### src/rtl/touch_i2c_responder_if.sv
// Touch-panel I2C pad bundle: SCL, SDA pad level, SDA open-drain pull, interrupt line.
// Latency: n/a (wires only).
// Backpressure: none; the I2C master paces everything through SCL.
//   touch_scl      master -> target  I2C clock
//   touch_sda_in   master -> target  SDA as seen on the pad (wired-AND of both sides)
//   touch_sda_dir  target -> master  1 = target pulls SDA low
//   touch_int_out  target -> master  touch interrupt pulse
interface touch_i2c_responder_if;
    logic touch_scl;
    logic touch_sda_in;
    logic touch_sda_dir;
    logic touch_int_out;

    modport master (
        output touch_scl,
        output touch_sda_in,
        input  touch_sda_dir,
        input  touch_int_out
    );

    modport slave (
        input  touch_scl,
        input  touch_sda_in,
        output touch_sda_dir,
        output touch_int_out
    );
endinterface

### src/rtl/touch_i2c_responder.sv
// I2C target emulating a GT9147-style touch controller; serves injected (x,y) touches.
// Latency: SDA changes 3 clk after the SCL fall on the pad; a touch commits 2 clk after its strobe when idle.
// Backpressure: injections wait while a bus transaction is open (busy); a later strobe overwrites a pending one.
//   clk, rst_n            system clock, synchronous active-low reset
//   bus (slave modport)   touch_scl / touch_sda_in / touch_sda_dir / touch_int_out
//   touch_set, touch_clr  one-cycle injection strobes; tp_x / tp_y coordinates for touch_set
//   busy                  high from START to STOP
module touch_i2c_responder #(
    parameter logic [6:0]  DEV_ADDR   = 7'h14,
    parameter int          INT_PULSE  = 500,
    parameter logic [31:0] PRODUCT_ID = 32'h39313437
) (
    input  logic                 clk,
    input  logic                 rst_n,
    touch_i2c_responder_if.slave bus,
    input  logic                 touch_set,
    input  logic                 touch_clr,
    input  logic [15:0]          tp_x,
    input  logic [15:0]          tp_y,
    output logic                 busy
);

    localparam int ICW = $clog2(INT_PULSE + 1);

    typedef enum logic [3:0] {
        S_IDLE, S_ADDR, S_ADDR_ACK, S_REG_HI, S_REG_HI_ACK, S_REG_LO, S_REG_LO_ACK,
        S_WR_DATA, S_WR_ACK, S_RD_DATA, S_RD_ACK, S_WAIT
    } state_t;

    state_t state, state_next;

    // Synchronizers reset to 1 so an idle (high) bus produces no spurious edge after reset.
    logic [1:0] scl_sync, sda_sync;
    logic       scl_d, sda_d;
    logic       scl, sda;
    logic       scl_rise, scl_fall, start_c, stop_c;

    logic       sda_dir_q, dir_next;
    logic       busy_q;
    logic [3:0] bit_cnt;
    logic [7:0] rx_byte, tx_byte, ptr_hi, rd_byte;
    logic [15:0] ptr;
    logic       rw_q, mack_q;

    logic       rx_shift, tx_shift, tx_load, cnt_clr;
    logic       rw_load, hi_load, ptr_load, ptr_inc, wr_en, ack_sample;

    logic [7:0]  status;
    logic [15:0] coord_x, coord_y;
    logic        pend_vld, pend_coords;
    logic [7:0]  pend_status;
    logic [15:0] pend_x, pend_y;
    logic        commit;
    logic [ICW-1:0] int_cnt;

    assign scl      = scl_sync[1];
    assign sda      = sda_sync[1];
    assign scl_rise = scl & ~scl_d;
    assign scl_fall = ~scl & scl_d;
    // START/STOP require SCL high on both the current and previous sample.
    assign start_c  = scl & scl_d & sda_d & ~sda;
    assign stop_c   = scl & scl_d & ~sda_d & sda;

    assign bus.touch_sda_dir = sda_dir_q;
    assign bus.touch_int_out = (int_cnt != '0);
    assign busy              = busy_q;

    // Register map read mux
    always_comb begin
        rd_byte = 8'h00;
        case (ptr)
            16'h8140: rd_byte = PRODUCT_ID[31:24];
            16'h8141: rd_byte = PRODUCT_ID[23:16];
            16'h8142: rd_byte = PRODUCT_ID[15:8];
            16'h8143: rd_byte = PRODUCT_ID[7:0];
            16'h814E: rd_byte = status;
            16'h8150: rd_byte = coord_x[7:0];
            16'h8151: rd_byte = coord_x[15:8];
            16'h8152: rd_byte = coord_y[7:0];
            16'h8153: rd_byte = coord_y[15:8];
            default:  rd_byte = 8'h00;
        endcase
    end

    always_ff @(posedge clk) begin
        if (!rst_n) begin
            scl_sync <= 2'b11;
            sda_sync <= 2'b11;
            scl_d    <= 1'b1;
            sda_d    <= 1'b1;
        end else begin
            scl_sync <= {scl_sync[0], bus.touch_scl};
            sda_sync <= {sda_sync[0], bus.touch_sda_in};
            scl_d    <= scl_sync[1];
            sda_d    <= sda_sync[1];
        end
    end

    always_ff @(posedge clk) begin
        if (!rst_n) begin
            state     <= S_IDLE;
            sda_dir_q <= 1'b0;
        end else begin
            state     <= state_next;
            sda_dir_q <= dir_next;
        end
    end

    // Receive states count SCL rises up to 8; the ACK slot starts on the following fall.
    // RD_DATA counts falls: the byte MSB goes out on the fall that enters it.
    always_comb begin
        state_next = state;
        dir_next   = sda_dir_q;
        rx_shift   = 1'b0;
        tx_shift   = 1'b0;
        tx_load    = 1'b0;
        cnt_clr    = 1'b0;
        rw_load    = 1'b0;
        hi_load    = 1'b0;
        ptr_load   = 1'b0;
        ptr_inc    = 1'b0;
        wr_en      = 1'b0;
        ack_sample = 1'b0;
        if (start_c) begin
            state_next = S_ADDR;
            dir_next   = 1'b0;
            cnt_clr    = 1'b1;
        end else if (stop_c) begin
            state_next = S_IDLE;
            dir_next   = 1'b0;
        end else begin
            case (state)
                S_ADDR, S_REG_HI, S_REG_LO, S_WR_DATA: begin
                    if (scl_rise && bit_cnt != 4'd8) begin
                        rx_shift = 1'b1;
                    end else if (scl_fall && bit_cnt == 4'd8) begin
                        cnt_clr = 1'b1;
                        case (state)
                            S_ADDR: begin
                                if (rx_byte[7:1] == DEV_ADDR) begin
                                    state_next = S_ADDR_ACK;
                                    dir_next   = 1'b1;
                                    rw_load    = 1'b1;
                                end else begin
                                    state_next = S_IDLE;
                                end
                            end
                            S_REG_HI: begin
                                state_next = S_REG_HI_ACK;
                                dir_next   = 1'b1;
                                hi_load    = 1'b1;
                            end
                            S_REG_LO: begin
                                state_next = S_REG_LO_ACK;
                                dir_next   = 1'b1;
                                ptr_load   = 1'b1;
                            end
                            default: begin
                                state_next = S_WR_ACK;
                                dir_next   = 1'b1;
                                wr_en      = 1'b1;
                                ptr_inc    = 1'b1;
                            end
                        endcase
                    end
                end
                S_ADDR_ACK: begin
                    if (scl_fall) begin
                        if (rw_q) begin
                            state_next = S_RD_DATA;
                            tx_load    = 1'b1;
                            cnt_clr    = 1'b1;
                            dir_next   = ~rd_byte[7];
                        end else begin
                            state_next = S_REG_HI;
                            dir_next   = 1'b0;
                        end
                    end
                end
                S_REG_HI_ACK: begin
                    if (scl_fall) begin
                        state_next = S_REG_LO;
                        dir_next   = 1'b0;
                    end
                end
                S_REG_LO_ACK, S_WR_ACK: begin
                    if (scl_fall) begin
                        state_next = S_WR_DATA;
                        dir_next   = 1'b0;
                    end
                end
                S_RD_DATA: begin
                    if (scl_fall) begin
                        if (bit_cnt == 4'd7) begin
                            state_next = S_RD_ACK;
                            dir_next   = 1'b0;
                            ptr_inc    = 1'b1;
                            cnt_clr    = 1'b1;
                        end else begin
                            tx_shift = 1'b1;
                            dir_next = ~tx_byte[6];
                        end
                    end
                end
                S_RD_ACK: begin
                    if (scl_rise) begin
                        ack_sample = 1'b1;
                    end else if (scl_fall) begin
                        if (mack_q) begin
                            state_next = S_RD_DATA;
                            tx_load    = 1'b1;
                            cnt_clr    = 1'b1;
                            dir_next   = ~rd_byte[7];
                        end else begin
                            state_next = S_WAIT;
                            dir_next   = 1'b0;
                        end
                    end
                end
                default: begin
                    state_next = state;
                end
            endcase
        end
    end

    assign commit = pend_vld & ~busy_q;

    always_ff @(posedge clk) begin
        if (!rst_n) begin
            busy_q      <= 1'b0;
            bit_cnt     <= 4'd0;
            rx_byte     <= 8'h00;
            tx_byte     <= 8'h00;
            ptr_hi      <= 8'h00;
            ptr         <= 16'h0000;
            rw_q        <= 1'b0;
            mack_q      <= 1'b0;
            status      <= 8'h00;
            coord_x     <= 16'h0000;
            coord_y     <= 16'h0000;
            pend_vld    <= 1'b0;
            pend_coords <= 1'b0;
            pend_status <= 8'h00;
            pend_x      <= 16'h0000;
            pend_y      <= 16'h0000;
            int_cnt     <= '0;
        end else begin
            if (start_c) begin
                busy_q <= 1'b1;
            end else if (stop_c) begin
                busy_q <= 1'b0;
            end

            if (cnt_clr) begin
                bit_cnt <= 4'd0;
            end else if (rx_shift || tx_shift) begin
                bit_cnt <= bit_cnt + 4'd1;
            end

            if (rx_shift)   rx_byte <= {rx_byte[6:0], sda};
            if (tx_load)    tx_byte <= rd_byte;
            else if (tx_shift) tx_byte <= {tx_byte[6:0], 1'b0};
            if (rw_load)    rw_q    <= rx_byte[0];
            if (hi_load)    ptr_hi  <= rx_byte;
            if (ack_sample) mack_q  <= ~sda;

            if (ptr_load) begin
                ptr <= {ptr_hi, rx_byte};
            end else if (ptr_inc) begin
                ptr <= ptr + 16'd1;
            end

            if (wr_en && ptr == 16'h814E) begin
                status <= rx_byte;
            end

            // Commit is placed after the bus write so it wins a same-cycle collision.
            if (commit) begin
                status   <= pend_status;
                pend_vld <= 1'b0;
                int_cnt  <= ICW'(INT_PULSE);
                if (pend_coords) begin
                    coord_x <= pend_x;
                    coord_y <= pend_y;
                end
            end else if (int_cnt != '0) begin
                int_cnt <= int_cnt - 1'b1;
            end

            // A new strobe lands after the commit clear so it stays pending.
            if (touch_set) begin
                pend_vld    <= 1'b1;
                pend_coords <= 1'b1;
                pend_status <= 8'h81;
                pend_x      <= tp_x;
                pend_y      <= tp_y;
            end else if (touch_clr) begin
                pend_vld    <= 1'b1;
                pend_coords <= 1'b0;
                pend_status <= 8'h80;
            end
        end
    end

endmodule

### src/flat_wrapper.sv
// flat-port wrapper written by rule: the top's interface ports become plain ports
module touch_i2c_responder_flat 
#(
    parameter logic [6:0]  DEV_ADDR   = 7'h14,
    parameter int          INT_PULSE  = 500,
    parameter logic [31:0] PRODUCT_ID = 32'h39313437
)
  (clk, rst_n, touch_set, touch_clr, tp_x, tp_y, busy, bus_touch_scl, bus_touch_sda_in, bus_touch_sda_dir, bus_touch_int_out);
  touch_i2c_responder_if bus_i ();
  input  logic clk;
  input  logic rst_n;
  input  logic touch_set;
  input  logic touch_clr;
  input  logic [15:0] tp_x;
  input  logic [15:0] tp_y;
  output logic busy;
  input wire logic [$bits(bus_i.touch_scl)-1:0] bus_touch_scl;
  input wire logic [$bits(bus_i.touch_sda_in)-1:0] bus_touch_sda_in;
  output wire logic [$bits(bus_i.touch_sda_dir)-1:0] bus_touch_sda_dir;
  output wire logic [$bits(bus_i.touch_int_out)-1:0] bus_touch_int_out;
  assign bus_i.touch_scl = bus_touch_scl;
  assign bus_i.touch_sda_in = bus_touch_sda_in;
  assign bus_touch_sda_dir = bus_i.touch_sda_dir;
  assign bus_touch_int_out = bus_i.touch_int_out;
  touch_i2c_responder #(.DEV_ADDR(DEV_ADDR), .INT_PULSE(INT_PULSE), .PRODUCT_ID(PRODUCT_ID)) u_core (.clk(clk), .rst_n(rst_n), .bus(bus_i), .touch_set(touch_set), .touch_clr(touch_clr), .tp_x(tp_x), .tp_y(tp_y), .busy(busy));
endmodule
### config.mk
export PLATFORM = sky130hd
export DESIGN_NAME = touch_i2c_responder_flat
export DESIGN_NICKNAME = d
export VERILOG_FILES = /design/src/rtl/touch_i2c_responder_if.sv /design/src/rtl/touch_i2c_responder.sv /design/src/flat_wrapper.sv
export SDC_FILE = /design/constraint.sdc
export NUM_CORES = 1
export LEC_CHECK = 0
export CAP_MARGIN = 10
export CORE_MARGIN = 3
export CORE_UTILIZATION = 61
export CTS_BUF_LIST = sky130_fd_sc_hd__clkbuf_2 sky130_fd_sc_hd__clkbuf_4 sky130_fd_sc_hd__clkbuf_8
export DETAILED_ROUTE_END_ITERATION = 16
export PLACE_DENSITY_LB_ADDON = 0.15
export SYNTH_ARGS = -nofsm -noshare
export SYNTH_HDL_FRONTEND = slang
export SYNTH_SLANG_ARGS = --single-unit
export TNS_END_PERCENT = 1
### constraint.sdc
create_clock -name clk -period 2.2 [get_ports clk]
set_input_delay 0.22 -clock clk [delete_from_list [all_inputs] [get_ports clk]]
set_output_delay 0.22 -clock clk [all_outputs]
set_load 0.02 [all_outputs]
; Word level (Yosys, flattened, before mapping)
; Index checks and enable logic that the tools add are counted.
[word_totals]
ff_bits = 142
latch_bits = 0
mem_bits_rw = 0
rom_bits = 0
input_bits = 38
out_inout_bits = 3
word_cells = 216
memories = 0
[classes]
addsub = 3
multipliers = 0
div = 0
n_lt_le_gt_ge = 0
n_eq_ne = 43
shifts = 0
muxes = 103
bitwise_logic = 16
n_reduce_logical = 26
[ops]
columns = op, count
row1 = "equality test 16 bit, second input constant", 9
row2 = 2-to-1 mux 1 bit, 74
row3 = case mux 8 bit (9 select lines), 1
row4 = 2-to-1 mux 4 bit, 10
row5 = 2-to-1 mux 16 bit, 2
row6 = 2-to-1 mux 8 bit, 4
row7 = "inequality test 4 x 1 -> 1 bit, second input constant", 7
row8 = case mux 4 bit (6 select lines), 1
row9 = "equality test 4 x 3 -> 1 bit, second input constant", 5
row10 = AND reduction 10 bit, 2
row11 = 2-to-1 mux 9 bit, 2
row12 = "adder 16 x 1 -> 16 bit, second input constant", 1
row13 = "equality test 4 bit, second input constant", 4
row14 = "inequality test 2 x 1 -> 1 bit, second input constant", 8
row15 = 2-to-1 mux 7 bit, 2
row16 = case mux 4 bit (3 select lines), 1
row17 = nonzero test 2 bit, 6
row18 = AND reduction 9 bit, 1
row19 = nonzero test 9 bit, 1
row20 = OR reduction 3 bit, 3
row21 = "subtractor 9 x 1 -> 9 bit, second input constant", 1
row22 = bitwise AND 1 bit, 8
row23 = "equality test 4 x 2 -> 1 bit, second input constant", 2
row24 = "inequality test 4 bit, second input constant", 2
row25 = 20 further kinds, 34

; Longest topological paths before layout
; Gate-level depths: netlist of the first run.
[depth]
ltp_word = 11
ltp_mapped = 8
mapped_depth_nobuf = 7

; Worst setup path after synthesis of the first run
; No wires, ideal clock.
[synth_timing]
path_kind = register to register
startpoint = reg u_core.int_cnt[4]
endpoint = reg u_core.int_cnt[7]
arrival_ps = 1803
required_time_ps = 2068
path_slack_ps = 264
stages_incl_launch_ff = 7
synth_period_minus_slack_ps = 1936
cell_sequence = dfxtp_1 > or4_1 > or4_1 > buf_6 > nand3_1 > xor2_1 > a21oi_1
[synth_via]
word_cells_on_any_way = 5
cone_classes = add/sub: 1 / mux: 2 / reduce/logical: 2
[synth_lines]
columns = element, line_no
row1 = from (decl), touch_i2c_responder.sv:54  ; logic [ICW-1:0] int_cnt;
row2 = from (signal assigned), touch_i2c_responder.sv:282  ; int_cnt <= ICW'(INT_PULSE);
row3 = from (signal assigned), touch_i2c_responder.sv:288  ; int_cnt <= int_cnt - 1'b1;
row4 = nonzero test 9 bit, n/a
row5 = via bus_touch_int_out, flat_wrapper.sv:20  ; output wire logic [$bits(bus_i.touch_int_out)-1:0] bus_touch_int_out;
row6 = nonzero test 2 bit (no source line), n/a
; The timed path passes the listed nets, and every way through them passes these cells. The select of a mux whose other input is x is not followed.
; A chain may end at the register's enable or synchronous reset.

; Worst setup path in the final report of the first run
[layout_timing]
startpoint = reg u_core.int_cnt[4]
endpoint = out bus_touch_int_out
[layout_via]
elab_chain_len = 1
[layout_rtl]
columns = element, line_no
row1 = nonzero test 9 bit, touch_i2c_responder.sv:65  ; assign bus.touch_int_out = (int_cnt != '0);
row2 = to (decl), flat_wrapper.sv:20
; No other way between the ends.

==> results.toml, run 1 <==
[global_route]
grtUsageTotal_pct = 27.0
overflow = 0
grt_pass1_wl_um = 25200
grt_max_degree = 64
antenna_found_initial = 0
grt_pass1_vias = 5398

[detailed_routing]
drc = 0
initialDrtViolationCount = 342
vias = 5513
routed_via_density = 5.95
wl_um = 15000
ant_nets = 0
drt-pass1-iter-count = 5
routedWlPerCell_um = 16.2

[worst_setup_path]
endpoint_kind = "output port"
cp_data_required_time_ns = 1.98
r2r_slack_ns = 0.10
endpoint = "bus_touch_int_out"
worstSetupPathType = "flip-flop to output port"
start_kind = "flip-flop"
crit_top_cell = "or4_4"
cp.depth = 3
reg2regPathDepth = 5
critical-path-top-delay-family = "simple AND/OR/NAND/NOR gates"
r2r_end = "u_core.tx_byte[2]$_SDFFE_PN0P_"
max_stage_delay_ns = 0.53
arrival_ns = 1.95
cp_slowest_cell = "or4_4"
reg2reg_from = "u_core.ptr[9]$_SDFFE_PN0P_"
worstPathMaxFanout = 2
path_cells = "or4_4, or4_4, buf_6"
critPathBufInv = 1
crit_start = "u_core.int_cnt[4]$_SDFFE_PN0P_"

[min_path]
worstHoldStart = "bus_touch_scl"
hold_class = "primary input to flip-flop"

[synth]
synthTopCellsByArea = "dfxtp_1 (44%), mux2i_1 (9.1%), nand2_1 (6.1%)"
avgSynthCellArea_um2 = 8.64
async_flop_share_pct = 0
yosysTopAreaCell = "dfxtp_1"
synthDistinctLibCells = 65
yosysSeqAreaShare_pct = 44.4
synth-edff-count = 0
yosysWarnings = 0
syn_inst = 735
synth_ff_type = "dfxtp_1"
synth_area_um2 = 6350
synth_top_area_share_pct = 44.4
syn_nets = 780
ys_seq_elements = 141

[sta]
maxSlewViolCount = 0
timing.fmax_mhz = 461
fin_skew_ns = 0.0111
max_slew_margin_pct = 58.8
period_minus_slack_ns = 2.17
holdWs_ns = 0.329
finalSetupViolCount = 0
finalHoldViolations = 0
tightest_slew_ns = 0.618
rsz0062_at_grt = "yes"
fin_crit_sh_pct = 98.7
fin_tns_setup_ns = 0

[final_layout]
diodes = 0
nets = 825
drive_above_1_share_pct = 11.0
finish.utilization_pct = 74.3
area_growth_pct = 16.5
fill_cells = 756
stdcell_count = 926

[placed_design]
dp.cells = 893
io_buffers = 40
dp_hpwl_um = 10700
place.gp.congestion = 0.904

[die]
fp.dieH_um = 108
dieArea_um2 = 11700
num_rows = 36
initial_core_util_pct = 63.8
core_um2 = 9950
die_w_um = 108
ios = 41

[pwr]
ir_drop_mv = 0.596
p_per_area_nw_per_um2 = 710
leakagePower_nw = 2.83

[cts]
clk_path_buf_depth = 2
cts_tree = "yes"
h-tree-depth = 4
cts_buffers = 17
clk_pin_slew_ns = 0.08
cts_sinks = 141
cts-root-buf = "clkbuf_8"
clkLatencyLatePin_ns = 0.45

[run]
max-cap-violations = 0

[outcome]
status = "completed"
-- layout by cell type, fill, tap and decap left out, types with 14 or more instances in the layout --
master / instances
clkdlybuf4s50_1: 38
nor2_1: 80
nand3_1: 22
a22oi_1: 14
dfxtp_1: 140
buf_4: 33
mux2i_1: 58
clkbuf_8: 18
a21oi_1: 64
nand2_1: 104
nand2b_1: 14
o21ai_0: 23
-- worst register-to-register path, cell delays in order (launching register included) --
cell and delay, ns:
dfxtp_1 0.36, or4_4 0.56, nor4_4 0.43, o2111ai_4 0.25, o21bai_1 0.23, a31oi_1 0.19
-- cell usage after synthesis, types with 4 or more instances --
cell and n:
xor2_1 6, a21oi_1 64, nand3_1 22, nor2b_1 10, dfxtp_1 141, a22oi_1 14, nor4_1 5, mux2i_1 58
a22o_1 5, o31ai_1 5, nand4_1 5, nand2b_1 14, nor2_1 80, nand3b_1 4, inv_1 12, nor3_1 8
a211oi_1 4, a31oi_1 9, a21o_1 4, ha_1 7, a221oi_1 4, o21ai_0 23, or4_1 6, a311oi_1 4
clkbuf_1 37, nand2_1 104, buf_2 5, o211ai_1 6, buf_1 5, o22ai_1 4, xnor2_1 8
-- stage by stage --
stage,setup WS [ns],area (um2),power [mW]
global route,-0.0268,7400,5.47
CTS,0.00780,7390,5.29
global placement,0.0883,6980,3.20
floorplan,0.264,6350,3.05
finish,0.0296,7400,5.25
detailed placement,0.0509,6980,3.23
-- final cells by class --
| class | count | area, um2 | share of cell area [%] |
|---|---|---|---|
| Clock buffer | 19 | 255 | 3.45 |
| Inverter | 12 | 45.0 | 0.609 |
| Tap cell | 133 | 166 | 2.25 |
| Multi-Input combinational cell | 534 | 3310 | 44.7 |
| Clock inverter | 13 | 138 | 1.86 |
| Sequential cell | 141 | 2820 | 38.2 |
| Timing Repair Buffer | 74 | 664 | 8.98 |
-- logic make-up after synthesis --
logic type | Yosys count | synth area share, %
and+or+nand+nor | 287 | 22.2
AOI/OAI and AO/OA | 167 | 17.0
DFF | 141 | 44.4
buffers and inverters | 60 | 3.76
muxes | 59 | 9.31
xor gates and xnor gates | 14 | 1.93
adders and majority gates | 7 | 1.38
-- how the worst min path moves through the flow --
| stage | end | cells after the start |
|---|---|---|
| after floorplan | u_core.scl_sync[0]$_SDFF_PN1_ | 1 |
| after global placement | u_core.scl_sync[1]$_SDFF_PN1_ | 1 |
| after detailed placement | u_core.scl_sync[1]$_SDFF_PN1_ | 1 |
| after CTS | u_core.scl_sync[0]$_SDFF_PN1_ | 2 |
| after global routing | u_core.scl_sync[0]$_SDFF_PN1_ | 2 |
| final | u_core.scl_sync[0]$_SDFF_PN1_ | 2 |
-- registers in the layout, indices dropped and copies added, names as in the netlist, 4 cells and up --
signal	count
u_core.pend_x	16
u_core.tx_byte	7
u_core.status	8
u_core.state	4
u_core.bit_cnt	4
u_core.coord_x	16
u_core.ptr	16
u_core.int_cnt	9
u_core.ptr_hi	8
u_core.rx_byte	8
u_core.pend_y	16
u_core.coord_y	16
-- where the power goes --
part / internal, mW / total [mW] / switching [mW]
combinational: 0.237 / 0.489 / 0.252
sequential: 2.64 / 2.71 / 0.0653
clock: 1.05 / 2.06 / 1.00
-- routing by layer --
layer	vias up	GRT usage, %	wire (um)
li1	2708	-	-
met1	2630	33.5	6700
met2	146	46.0	7340
met3	29	6.33	646
met4	0	9.65	332
met5	-	0	0
-- what timing repair did --
| action | 4_1_cts | 5_1_grt |
|---|---|---|
| setup buffers | 1 | 0 |
| pin swaps | 0 | 0 |
| resized for setup | 9 | 2 |
| hold buffers | 0 | 0 |
| setup endpoints to repair | 1 | 9 |
Power figures use the tool's default switching activity.
==> run 2: changes to the inputs <==
--- a/config.mk
+++ b/config.mk
@@ -9,6 +9,8 @@
 export CORE_MARGIN = 3
 export CORE_UTILIZATION = 61
 export CTS_BUF_LIST = sky130_fd_sc_hd__clkbuf_2 sky130_fd_sc_hd__clkbuf_4 sky130_fd_sc_hd__clkbuf_8
+export CTS_CLUSTER_DIAMETER = 100
+export CTS_CLUSTER_SIZE = 20
 export DETAILED_ROUTE_END_ITERATION = 16
 export PLACE_DENSITY_LB_ADDON = 0.15
 export SYNTH_ARGS = -nofsm -noshare
==> results of run 2 <==
The final DEF is identical to that of run 1; final timing and power are the same.
==> run 3: changes to the inputs <==
--- a/config.mk
+++ b/config.mk
@@ -12,7 +12,7 @@
 export CTS_CLUSTER_DIAMETER = 100
 export CTS_CLUSTER_SIZE = 20
 export DETAILED_ROUTE_END_ITERATION = 16
-export PLACE_DENSITY_LB_ADDON = 0.15
+export PLACE_DENSITY_LB_ADDON = 0.3
 export SYNTH_ARGS = -nofsm -noshare
 export SYNTH_HDL_FRONTEND = slang
 export SYNTH_SLANG_ARGS = --single-unit
==> run 3 against run 2 <==
Compared with the run above:
- power decreased by 1.6%
- register-to-register slack improved by 0.03 ns
- maximum frequency decreased by 0.78%
- sequential power about the same
- hold slack got worse by 0.0014 ns
- largest cell class unchanged
- critical path depth unchanged
- highest routed layer unchanged
- largest power group unchanged
==> results.toml, run 3 (same netlist as run 1, synthesis figures left out) <==
[placed_design]
io_buffers = 40
dp_hpwl_um = 10500
dp.cells = 892
post_dp_cell_area_um2 = 6970
post-place-ws_ns = 0.0729
place.gp.congestion = 0.850

[final_layout]
stdcell_count = 924
diodes = 0
drive_above_1_share_pct = 10.5
multi_input_area_um2 = 3310
regArea_um2 = 2820
final_cell_mix = "dfxtp_1 (140), nand2_1 (104), nor2_1 (80), a21oi_1 (64), mux2i_1 (58)"
area_growth_pct = 16.1
fill_cells = 740
final_cell_area_um2 = 7370
nets = 824
final_common_cell = "dfxtp_1"

[sta]
fin_tns_setup_ns = 0
max_slew_margin_pct = 60.1
holdWs_ns = 0.327
timing.fmax_mhz = 457
setup_slack_ns = 0.0125
period_minus_slack_ns = 2.19
maxSlewViolCount = 0
finalHoldViolations = 0
fin_skew_ns = 0.00842
rsz0062_at_grt = "yes"
tightest_slew_ns = 0.592
fin_crit_sh_pct = 99.4
finalSetupViolCount = 0

[worst_setup_path]
arrival_ns = 1.97
worstSetupPathType = "flip-flop to output port"
worstPathMaxFanout = 2
cp_data_required_time_ns = 1.98
endpoint_kind = "output port"
start_kind = "flip-flop"

[die]
die_w_um = 108
core_um2 = 9950
num_rows = 36
initial_core_util_pct = 63.8
dieArea_um2 = 11700
ios = 41
fp.dieH_um = 108

[cts]
clk_pin_slew_ns = 0.08
cts_tree = "yes"
cts_buffers = 17
h-tree-depth = 4
ctsHoldBuffers = 0
cts-root-buf = "clkbuf_8"
clkLatencyLatePin_ns = 0.46
cts_sinks = 141
clk_path_buf_depth = 2

[detailed_routing]
drc = 0
routed_via_density = 6.03
initialDrtViolationCount = 355
ant_nets = 0
wl_um = 15400
vias = 5568
drt-pass1-iter-count = 5
routedWlPerCell_um = 16.6

[global_route]
antenna_found_initial = 0
grtUsageTotal_pct = 28.0
grt_max_degree = 98
grt_pass1_vias = 5523
overflow = 0
grt_pass1_wl_um = 26100

[min_path]
hold_class = "primary input to flip-flop"

[run]
max-cap-violations = 0

[pwr]
leakagePower_nw = 2.80
ir_drop_mv = 0.729
p_per_area_nw_per_um2 = 701

[outcome]
status = "completed"
[run 3: power by group]
group | internal [mW] | total, mW | switching (mW)
Combinational | 0.235 | 0.491 | 0.255
Clock | 0.954 | 1.97 | 1.02
Sequential | 2.64 | 2.71 | 0.0647
Total | 3.83 | 5.17 | 1.34
[run 3: path summary, 6_finish.rpt]
path                                  start                            end  cells past startpoint  slack, ns
max          u_core.int_cnt[4]$_SDFFE_PN0P_              bus_touch_int_out                      3       0.01
min                           bus_touch_scl  u_core.scl_sync[0]$_SDFF_PN1_                      2       0.33
max reg2reg    u_core.state[0]$_SDFFE_PN0P_  u_core.ptr_hi[0]$_SDFFE_PN0P_                      7       0.13
min reg2reg   u_core.scl_sync[0]$_SDFF_PN1_  u_core.scl_sync[1]$_SDFF_PN1_                      1       0.41
[run 3: per-stage QoR]
stage               power (mW)  utilization (%)
floorplan                 3.05                -
global placement          3.20             70.1
detailed placement        3.23             70.1
CTS                       5.18             74.0
global route              5.36             74.1
finish                    5.17             74.1
[run 3: layout make-up]
class	instances	share of cell area, %
inverter	12	0.611
sequential	141	38.3
clock inverter	12	1.54
tap	133	2.26
multi-input combinational	534	44.8
clock buffer	19	3.55
timing repair buffer	73	8.91
[run 3: worst max-delay path, stage by stage (launching register included)]
cell and delay (ns):
dfxtp_1 0.32, or4_4 0.54, or4_4 0.51, buf_6 0.15
[run 3: what timing repair did]
action	in CTS	in global routing
hold endpoints to repair	0	0
resized for setup	9	1
setup buffers	1	0
setup endpoints to repair	1	6
[run 3: per-layer routing]
metal,wire length (um),share of wire (%),vias up,global-route usage [%]
li1,-,-,2692,-
met1,6470,42,2631,33.7
met2,7490,49,200,47.2
met3,922,6.0,45,6.63
met4,485,3.2,0,13.3
met5,0,0,-,0
